--- src/rtl/func_sel_seq_pkg.sv ---
// Shared encodings for func_sel_seq: instruction class select and FSM states.
package func_sel_seq_pkg;

    // Instruction class carried on sel
    typedef enum logic [1:0] {
        SEL_CALCU = 2'b00,
        SEL_LOAD  = 2'b01,
        SEL_SAVE  = 2'b10,
        SEL_BEQ   = 2'b11
    } sel_e;

    // Sequencer states
    typedef enum logic [1:0] {
        ST_IDLE  = 2'b00,
        ST_BUSY  = 2'b01,
        ST_VALID = 2'b10
    } state_e;

endpackage

--- src/rtl/func_sel_seq.sv ---
// func_sel_seq: maps an instruction class + raw function field onto an ALU
// function code, holds it behind a valid/ready handshake, and stretches the
// configured multiply code over MC_CYCLES cycles.
// Optional feature: define FUNC_SEL_PERF_EN to build the saturating BUSY
// cycle counter on perf_stall; otherwise perf_stall is tied to zero.
//
// state    | meaning
// ---------+-----------------------------------------------------------
// ST_IDLE  | no op held, ready to accept
// ST_BUSY  | multi-cycle op counting down, output not yet valid
// ST_VALID | out_func presented, waiting for out_ready
module func_sel_seq
    import func_sel_seq_pkg::*;
#(
    parameter int FUNC_W    = 11,
    parameter int FUNC_ADD  = 0,
    parameter int FUNC_SUB  = 1,
    parameter int FUNC_MUL  = 24,
    parameter int MC_CYCLES = 4
) (
    input  logic              clk,
    input  logic              rst_n,
    input  logic              in_valid,
    output logic              in_ready,
    input  logic [1:0]        sel,
    input  logic [FUNC_W-1:0] func,
    output logic              out_valid,
    input  logic              out_ready,
    output logic [FUNC_W-1:0] out_func,
    output logic              busy,
    output logic [15:0]       perf_stall
);

    localparam int CNT_W = $clog2(MC_CYCLES + 1);

    state_e              state_q, state_d;
    logic [FUNC_W-1:0]   out_func_q, out_func_d;
    logic [CNT_W-1:0]    cnt_q, cnt_d;
    logic                accept;
    logic                is_mc;

    function automatic logic [FUNC_W-1:0] map_func(input logic [1:0] s,
                                                   input logic [FUNC_W-1:0] f);
        logic [FUNC_W-1:0] r;
        case (s)
            SEL_CALCU:          r = f;
            SEL_LOAD, SEL_SAVE: r = FUNC_W'(FUNC_ADD);
            default:            r = FUNC_W'(FUNC_SUB);
        endcase
        return r;
    endfunction

    // Handshake: ready when empty, or when the held result leaves this cycle
    assign in_ready = (state_q == ST_IDLE) || ((state_q == ST_VALID) && out_ready);
    assign accept   = in_valid && in_ready;
    // A latency of one cycle degenerates to the ordinary path
    assign is_mc    = (sel == SEL_CALCU) && (func == FUNC_W'(FUNC_MUL)) && (MC_CYCLES > 1);

    assign out_valid = (state_q == ST_VALID);
    assign busy      = (state_q == ST_BUSY);
    assign out_func  = out_func_q;

    // Next-state, countdown and captured code
    always_comb begin
        state_d    = state_q;
        out_func_d = out_func_q;
        cnt_d      = cnt_q;
        case (state_q)
            ST_IDLE: ;
            ST_BUSY: begin
                if (cnt_q <= CNT_W'(1)) begin
                    state_d = ST_VALID;
                    cnt_d   = '0;
                end else begin
                    cnt_d   = cnt_q - CNT_W'(1);
                end
            end
            ST_VALID: if (out_ready) state_d = ST_IDLE;
            default:  state_d = ST_IDLE;
        endcase
        // Accept only happens in IDLE or in a draining VALID, so it overrides
        if (accept) begin
            out_func_d = map_func(sel, func);
            if (is_mc) begin
                state_d = ST_BUSY;
                cnt_d   = CNT_W'(MC_CYCLES - 1);
            end else begin
                state_d = ST_VALID;
            end
        end
    end

    // State, countdown and output registers
    always_ff @(posedge clk or negedge rst_n) begin
        if (!rst_n) begin
            state_q    <= ST_IDLE;
            out_func_q <= '0;
            cnt_q      <= '0;
        end else begin
            state_q    <= state_d;
            out_func_q <= out_func_d;
            cnt_q      <= cnt_d;
        end
    end

`ifdef FUNC_SEL_PERF_EN
    logic [15:0] perf_q;

    // Saturating count of cycles spent in BUSY; only reset clears it
    always_ff @(posedge clk or negedge rst_n) begin
        if (!rst_n) begin
            perf_q <= '0;
        end else if ((state_q == ST_BUSY) && (perf_q != 16'hFFFF)) begin
            perf_q <= perf_q + 16'd1;
        end
    end

    assign perf_stall = perf_q;
`else
    assign perf_stall = '0;
`endif

endmodule

--- config.mk ---
export PLATFORM = sky130hd
export DESIGN_NAME = func_sel_seq
export DESIGN_NICKNAME = d
export VERILOG_FILES = /design/src/rtl/func_sel_seq_pkg.sv /design/src/rtl/func_sel_seq.sv
export SDC_FILE = /design/constraint.sdc
export NUM_CORES = 1
export LEC_CHECK = 0
export CORE_MARGIN = 5
export CORE_UTILIZATION = 38
export CTS_CLUSTER_DIAMETER = 200
export DETAILED_ROUTE_END_ITERATION = 10
export PLACE_DENSITY = 0.85
export SLEW_MARGIN = 0
export SYNTH_ARGS = -nofsm -noshare
export SYNTH_HDL_FRONTEND = slang
export SYNTH_SLANG_ARGS = --single-unit
--- constraint.sdc ---
create_clock -name clk -period 1.7 [get_ports clk]
set_input_delay 0.425 -clock clk [delete_from_list [all_inputs] [get_ports clk]]
set_output_delay 0.425 -clock clk [all_outputs]
set_load 0.1 [all_outputs]
# Yosys cells after proc, flatten, opt, wreduce, memory -nomap -nowiden
# Index checks and enable logic that the tools add are counted.
[word_totals] in_bits=17 output_inout_bits=30 ff_bits=16
[op_classes] reduce_logical=8 muxes=10 n_eq_ne=8 n_addsub=1 order_cmp=1
[ops] op="11-bit case mux with 2 select lines" n=1
[ops] op="3-bit two-way mux" n=4
[ops] op="11-bit by 5-bit == test with 1-bit output, second input constant" n=1
[ops] op="2-bit two-way mux" n=4
[ops] op="3-bit by 1-bit != test with 1-bit output, second input constant" n=2
[ops] op="2-bit case mux with 3 select lines" n=1
[ops] op="2-bit by 1-bit == test with 1-bit output, second input constant" n=2
[ops] op="2-bit == test, second input constant" n=2
[ops] op="2-bit logical NOT" n=2
[ops] op="3-bit by 1-bit <= comparator with 1-bit output, second input constant" n=1
[ops] op="1-bit logical AND" n=3
[ops] op="3-bit AND reduction" n=1
[ops] op="3-bit by 1-bit subtractor with 3-bit output, second input constant" n=1
[ops] op="2-bit != test, second input constant" n=1
[ops] op="2-bit OR reduction" n=1
[ops] op="1-bit logical OR" n=1

# Logic depth before layout (Yosys ltp)
# Gate-level depths: netlist of the first run.
[depth] ltp_word=6 depth_mapped=6 mapped_depth_nobuf=6

# Least setup slack after synthesis of the first run
# Ideal clock, no wire load.
[synth_path] kind="register to output" from="reg state_q[1]" to="out in_ready" stages_incl_launch_ff=3 arrival_ns=1.737 path_buffers=0 path_slack_ns=-0.462 cell_sequence="dfrtp_1 -> nor2b_1 -> nor2_1"
[synth_via] elab_chain_cells=3
[synth_rtl] item="from (decl)" line_no="func_sel_seq.sv:36" rtl="state_e state_q, state_d;"
[synth_rtl] item="from (signal assigned)" line_no="func_sel_seq.sv:100" rtl="state_q <= state_d;"
[synth_rtl] item="2-bit == test" line_no="func_sel_seq.sv:54" rtl="assign in_ready = (state_q == ST_IDLE) || ((state_q == ST_VALID) && out_ready);"
[synth_rtl] item="1-bit logical AND" line_no="func_sel_seq.sv:54"
[synth_rtl] item="1-bit logical OR (*)" line_no="func_sel_seq.sv:54"
[synth_rtl] item="to (decl)" line_no="func_sel_seq.sv:24" rtl="output logic in_ready,"
# Every way passes the cells marked *; elsewhere a longest branch is shown, timed or not.

# Worst setup path after layout of the first run
[layout_path] from="in sel[1]" to="reg state_q[1]"
[layout_via] elab_chain_cells=4
[layout_rtl] item="from (decl)" line_no="func_sel_seq.sv:25" rtl="input logic [1:0] sel,"
[layout_rtl] item="2-bit logical NOT" line_no="func_sel_seq.sv:57" rtl="assign is_mc = (sel == SEL_CALCU) && (func == FUNC_W'(FUNC_MUL)) && (MC_CYCLES > 1);"
[layout_rtl] item="1-bit logical AND" line_no="func_sel_seq.sv:57"
[layout_rtl] item="2-bit two-way mux" line_no="func_sel_seq.sv:84" rtl="if (is_mc) begin"
[layout_rtl] item="2-bit two-way mux" line_no="func_sel_seq.sv:82" rtl="if (accept) begin"
# Every way passes these cells.
# A chain may end at the register's enable or synchronous reset.

==> results of run 1 <==
[stage by stage]
step | util, % | power [W] | worst slack, ns | instance area, µm²
after floorplan | - | 0.000913 | 0.00487 | 958
after global placement | 61.3 | 0.00109 | -0.191 | 1370
after detailed placement | 61.3 | 0.00111 | -0.298 | 1370
after CTS | 62.9 | 0.00136 | 0.0102 | 1400
after global routing | 64.2 | 0.00142 | 0.0126 | 1430
final | 64.2 | 0.00136 | 0.0846 | 1430
[repair_timing]
item                       4_1_cts  5_1_grt
hold buffers                     0        0
setup endpoints to repair        1        2
gates resized for setup          1        2
buffers inserted                 0        3
cloned                           0        0
pin swaps                        1        0
[registers in the layout (all words and copies together), names as in the netlist]
name      cells
state_q       2
out_func     11
cnt_q         3
[final cells by class]
type / instances / area (µm²) / share of cell area (%)
inverters: 8 / 30.0 / 2.09
well taps: 28 / 35.0 / 2.44
multi-input cells: 76 / 403 / 28.1
clock buffers: 4 / 36.3 / 2.53
repair buffers: 42 / 529 / 36.9
flip-flops and latches: 16 / 400 / 27.9
[worst reg2reg max path: stages, from the launching register on]
cell	delay [ns]
dfrtp_1	0.40
inv_1	0.11
nand2_2	0.09
inv_2	0.11
buf_4	0.12
buf_4	0.10
nand2_1	0.05
or3_1	0.30
a21boi_0	0.16
[cells by family after synthesis]
| logic type | count (synthesis) | synth area share, % |
|---|---|---|
| compound gates | 9 | 6.42 |
| fa+ha+maj | 2 | 2.79 |
| buf+inv | 27 | 18.1 |
| flops | 16 | 44.6 |
| other cells | 1 | 0.418 |
| simple gates | 49 | 27.6 |
[power by group]
| group | internal, W | total [W] | switching (W) | leakage, nW |
|---|---|---|---|---|
| combinational | 0.000186 | 0.000636 | 0.000451 | 0.525 |
| clock | 0.000131 | 0.000257 | 0.000126 | 0.0210 |
| sequential | 0.000421 | 0.000466 | 0.0000449 | 0.205 |
| total | 0.000738 | 0.00136 | 0.000622 | 0.751 |
[routing by layer]
layer	track usage, %	share of wire, %	wire length (µm)	vias to the layer above
met5	0	0	0	-
met1	14.6	38	890	382
met4	4.85	0.72	17	0
met2	26.8	52	1220	38
met3	4.61	10	237	2
li1	-	-	-	385
[Yosys cell counts]
library cell	count	share of area [%]
nand2_1	27	11
buf_4	16	13
dfrtp_1	16	45
nand3_1	10	5.6
inv_1	7	2.9
o21ai_0	4	2.2
clkbuf_1	2	0.84
ha_1	2	2.8
nor2_1	2	0.84
nor2b_1	2	1.4
nor3_1	2	1.1
a21boi_0	1	0.84
a21o_1	1	0.84
a21oi_1	1	0.56
a221o_1	1	1.1
and2b_1	1	0.84
and4bb_2	1	1.4
buf_2	1	0.56
conb_1	1	0.42
inv_2	1	0.42
nand2b_1	1	0.70
nand4_2	1	1.4
nor4_4	1	2.4
o211ai_1	1	0.84
or3_1	1	0.70
[path summary, 6_finish.rpt]
path / from / end / slack [ns] / depth (start not counted)
worst min-delay path: rst_n / out_func[6] / 0.45 / 2
worst min register to register: out_func[6] / out_func[6] / 0.54 / 2
max in group asynchronous: rst_n / out_func[7] / 1.06 / 2
min in group clk: out_func[6] / out_func[6] / 0.54 / 2
worst max-delay path: sel[1] / state_q[1] / 0.08 / 7
worst max register to register: state_q[1] / cnt_q[2] / 0.17 / 8
==> summary.txt, run 1 <==
Status
  – Outcome: finished clean

Clock network
  – CTS Buffer Depth: 2
  – H-tree levels: 1
  – Clock sink count: 16
  – Clock Latency Late Sink: 0.29 ns
  – Num CTS Buffers: 3
  – Root buffer cell: clkbuf_4
  – CTS clock-pin slew for the worst setup and hold paths: roughly 0.10 ns
  – CTS tree: done

Drt
  – 1st-iter DRT viols: 22
  – Drt wl/cell: approximately 14 µm
  – DR vias: 807
  – DR vias/cell: ~4.6
  – Antenna Nets Post-Route: 0
  – 1st-pass router iterations: 4
  – Final wirelength: 2370 µm
  – DRC Markers: 0

STA
  – Period utilization: 95.0%
  – RSZ-0062 raised after global routing: no
  – Smallest hold slack: about 0.45 ns
  – Final hold vios: 0
  – Clock Skews: 0.00345 ns
  – Setup TNS Final: 0 ns
  – Setup violators final: 0
  – Max Fclk: between 600 and 700 MHz
  – Max Slew Vio Count: 0
  – Period minus WS final: ~1.6 ns

Logic synthesis
  – Syn_area_per_cell: 8.63 µm²
  – Cell variety after synth: 25
  – Synth Instances: 104
  – Synthesized area: 897 µm²
  – Register area share after synthesis: approximately 45%
  – FF+latch count, synth: 16
  – YS warnings: 0

Layout
  – Layout area overhead: 59.8%
  – # nets final: roughly 170
  – Non-Filler Instances: 174
  – Most frequent cells in the layout: 26 x nand2_1, 16 x conb_1, 16 x dfrtp_1
  – Share of cells above drive strength 1: 26.0%
  – Most common cell after layout, fill and taps aside: nand2_1
  – # diodes: 0
  – Layout fillers: 174

Setup path
  – Crit end category: register
  – Crit path cell chain: clkdlybuf4s50_1, inv_1, ha_1, nand2b_1, nor3_2, nand4_2, a221o_1
  – Slowest-stage cell, CP: clkdlybuf4s50_1
  – CP arrival: 1.80 ns
  – Buffers plus inverters on the worst setup path: 2
  – Crit path required time: 1.89 ns
  – Worst Path Max Fanout: 2
  – Startpoint types: input port
  – Crit path max-delay family: buffers and inverters
  – Critical Path Max Stage Delay: 0.42 ns
  – CP Class: in -> reg

Placement
  – Post-DP HPWL: 1860 µm
  – RePlAce Congestion: approximately 0.74
  – Inst Count DP: 167
  – PortBufs: 30

Floorplanning
  – Ports: 47
  – Starting Density: between 40 and 50%
  – Full die area: 3430 µm²
  – Total core area: 2230 µm²
  – Die Ht: roughly 59 µm
  – Number of cell rows: 17
  – Width of the die: 58.6 µm

Power and ir drop
  – P_leak: between 0.7 and 0.8 nW
  – PD cells: 948 nW/µm²
  – Worst vdd ir: around 0.50 mV

Job
  – Max-cap violations: 0

Worst hold path
  – Hold/Removal Path Class: in -> async

Global routing
  – First-pass GRT wire length: 3730 µm
  – Vias in the first global route: 814
  – Gr usage total: 14.2%
  – Initial antenna violation count: 0
  – GRT overflow: 0
  – Largest net degree at the start of global routing: 17
No activity file was read; power rests on OpenSTA's default activity.
==> run 2: changes to the inputs <==
--- a/config.mk
+++ b/config.mk
@@ -5,11 +5,13 @@
 export SDC_FILE = /design/constraint.sdc
 export NUM_CORES = 1
 export LEC_CHECK = 0
+export CELL_PAD_IN_SITES_DETAIL_PLACEMENT = 2
+export CELL_PAD_IN_SITES_GLOBAL_PLACEMENT = 2
 export CORE_MARGIN = 5
-export CORE_UTILIZATION = 38
+export CORE_UTILIZATION = 21
 export CTS_CLUSTER_DIAMETER = 200
 export DETAILED_ROUTE_END_ITERATION = 10
-export PLACE_DENSITY = 0.85
+export PLACE_DENSITY = 0.86
 export SLEW_MARGIN = 0
 export SYNTH_ARGS = -nofsm -noshare
 export SYNTH_HDL_FRONTEND = slang
==> summary.txt, run 2 (synthesized netlist as in run 1, its figures left out) <==
STA
  – Setup violators final: 0 (unchanged)
  – Period minus WS final: 1.65 ns (+0.0297 ns)
  – Final hold vios: 0 (unchanged)
  – RSZ-0062 raised after global routing: no
  – Max Fclk: 608 MHz (-1.8%)
  – Setup TNS Final: 0 ns (unchanged)
  – Period utilization: 96.8% (+1.7 points)
  – Max Slew Vio Count: 0 (unchanged)
  – Clock Skews: 0.00376 ns (+0.000313 ns)
  – Final WS setup: 0.0549 ns (-0.0297 ns)

Drt
  – DRC Markers: 0 (unchanged)
  – Final wirelength: 2990 µm (+26%)
  – 1st-iter DRT viols: 38 (+73%)
  – Antenna Nets Post-Route: 0 (unchanged)
  – Drt wl/cell: 15.6 µm (+14%)
  – DR vias/cell: 4.17 (-10%)
  – 1st-pass router iterations: 4 (unchanged)
  – DR vias: 801 (-0.74%)

Power and ir drop
  – Worst vdd ir: 0.249 mV (-51%)
  – Clock power share: 19.9% (+1.0 points)
  – Sw Share: 44.8% (-0.98 points)
  – Overall power: 0.00139 W (+1.9%)
  – Flop pwr share: 33.7% (-0.6 points)
  – Net switching power: 0.000620 W (-0.26%)
  – P_leak: 0.727 nW (-3.1%)
  – Gate power share: 46.4% (-0.4 points)
  – PD cells: 960 nW/µm² (+1.2%)
  – Int Pwr: 0.000765 W (+3.8%)

Layout
  – Design Area, Final: 1440 µm² (+0.70%)
  – Layout fillers: 430 (+150%)
  – Seq. cell area: 400 µm² (unchanged)
  – Max reg flops: 11 (unchanged)
  – Area of the multi-input gates: 403 µm² (unchanged)
  – # diodes: 0 (unchanged)
  – Layout area overhead: 60.9%
  – Non-Filler Instances: 192 (+10%)
  – # nets final: 163 (-1.8%)
  – Share of cells above drive strength 1: 23.9% (-2.1 points)
  – Most frequent cells in the layout: 27 x nand2_1, 16 x conb_1, 16 x dfrtp_1
  – Most common cell after layout, fill and taps aside: nand2_1

Global routing
  – Gr usage total: 11.2% (-3.0 points)
  – Vias in the first global route: 990 (+22%)
  – First-pass GRT wire length: 4680 µm (+25%)
  – Largest net degree at the start of global routing: 17 (unchanged)
  – Initial antenna violation count: 0 (unchanged)
  – GRT overflow: 0 (unchanged)

Status
  – Outcome: finished clean

Floorplanning
  – Width of the die: 75.4 µm (+29%)
  – Starting Density: 22.1% (-18 points)
  – Full die area: 5680 µm² (+65%)
  – Ports: 47 (unchanged)
  – Total core area: 4060 µm² (+82%)
  – Number of cell rows: 23 (+6)
  – Die Ht: 75.4 µm (+29%)

Clock network
  – Root buffer cell: clkbuf_8
  – H-tree levels: 1 (unchanged)
  – CTS Buffer Depth: 2 (unchanged)
  – Clock sink count: 16 (unchanged)
  – Num CTS Buffers: 3 (unchanged)
  – CTS tree: done
  – CTS clock-pin slew for the worst setup and hold paths: 0.06 ns (-0.04 ns)
  – Clock Latency Late Sink: 0.24 ns (-0.05 ns)

Setup path
  – Startpoint types: input port
  – CP arrival: 1.77 ns (-0.03 ns)
  – Reg2reg start: state_q[1]
  – Reg2reg setup slack: 0.24 ns (+0.07 ns)
  – Buffers plus inverters on the worst setup path: 2 (unchanged)
  – Worst Path Max Fanout: 2 (unchanged)
  – Critical Path Max Stage Delay: 0.41 ns (about the same)
  – CP Class: in -> reg
  – Crit path cell chain: clkdlybuf4s50_1, inv_1, ha_2, nand2b_1, nor3_2, nand4_2, a221o_1
  – Crit end category: register
  – Crit path required time: 1.82 ns (-0.07 ns)
  – Worst r2r dst: cnt_q[2]
  – Slowest-stage cell, CP: clkdlybuf4s50_1
  – Reg2Reg Depth: 6 (-2)
  – Crit path max-delay family: buffers and inverters

Worst hold path
  – Hold/Removal Path Class: reg -> reg
  – Hold depth: 1
  – Hold EP: cnt_q[0]
  – Hold_sp: cnt_q[0]

Placement
  – Inst Count DP: 188 (+13%)
  – Post-DP HPWL: 2560 µm (+38%)
  – RePlAce Congestion: 0.750 (+1.7%)
  – PortBufs: 30 (unchanged)
  – Dpl cell area: 1390 µm² (+1.5%)
  – Pre-CTS setup slack: -0.355 ns (-0.0571 ns)

Job
  – Max-cap violations: 0 (unchanged)
## run 2: area by class of cell
type	instances	share of cell area, %
inverters	8	2.08
multi-input cells	76	27.9
repair buffers	39	35.1
flip-flops and latches	16	27.7
well taps	50	4.33
clock buffers	3	2.86
## run 2: worst reg2reg max path, stage by stage, from the launching register on
cell and delay [ns]:
dfrtp_1 0.40, inv_1 0.12, nand2_1 0.11, inv_2 0.13
nand2_1 0.08, or3_1 0.33, a21boi_0 0.21
## run 2: power groups by stage
stage          clock network, W  logic, W  registers (W)
6_report               0.000276  0.000643       0.000467
4_1_cts                0.000289  0.000649       0.000469
2_1_floorplan                 0  0.000286       0.000627
5_1_grt                0.000308  0.000675       0.000473
3_3_place_gp                  0  0.000625       0.000470
3_5_place_dp                  0  0.000644       0.000475
## run 2: stage by stage
step / util (%) / hold slack, ns
floorplan: - / 0.129
global placement: 34.2 / 0.499
detailed placement: 34.2 / 0.516
CTS: 35.6 / 0.522
global route: 35.6 / 0.522
finish: 35.6 / 0.511
## run 2: metal layers
metal / vias up / global-route usage [%] / share of wire, %
met2: 37 / 21.5 / 53
met5: - / 0 / 0
met3: 2 / 2.77 / 7.0
met4: 0 / 3.50 / 0.57
met1: 381 / 12.0 / 40
li1: 381 / - / -
## run 2: what timing repair did
action                                 CTS  global route
endpoints found under the hold margin    0             0
resized for setup                        3             0
cloned                                   0             0
pin swaps                                5             1
buffers inserted                         1             0
setup endpoints to repair                3             2
hold buffers                             0             0
## run 2: worst max path at each step
stage	endpoint	slack, ns	from	cells after the start
final	state_q[1]	0.05	sel[0]	7
after global routing	state_q[1]	0.007	sel[0]	7
after CTS	state_q[1]	0.003	sel[1]	7
after detailed placement	state_q[1]	-0.35	sel[0]	7
after global placement	state_q[1]	-0.20	sel[0]	7
after floorplan	in_ready	0.005	state_q[1]	2
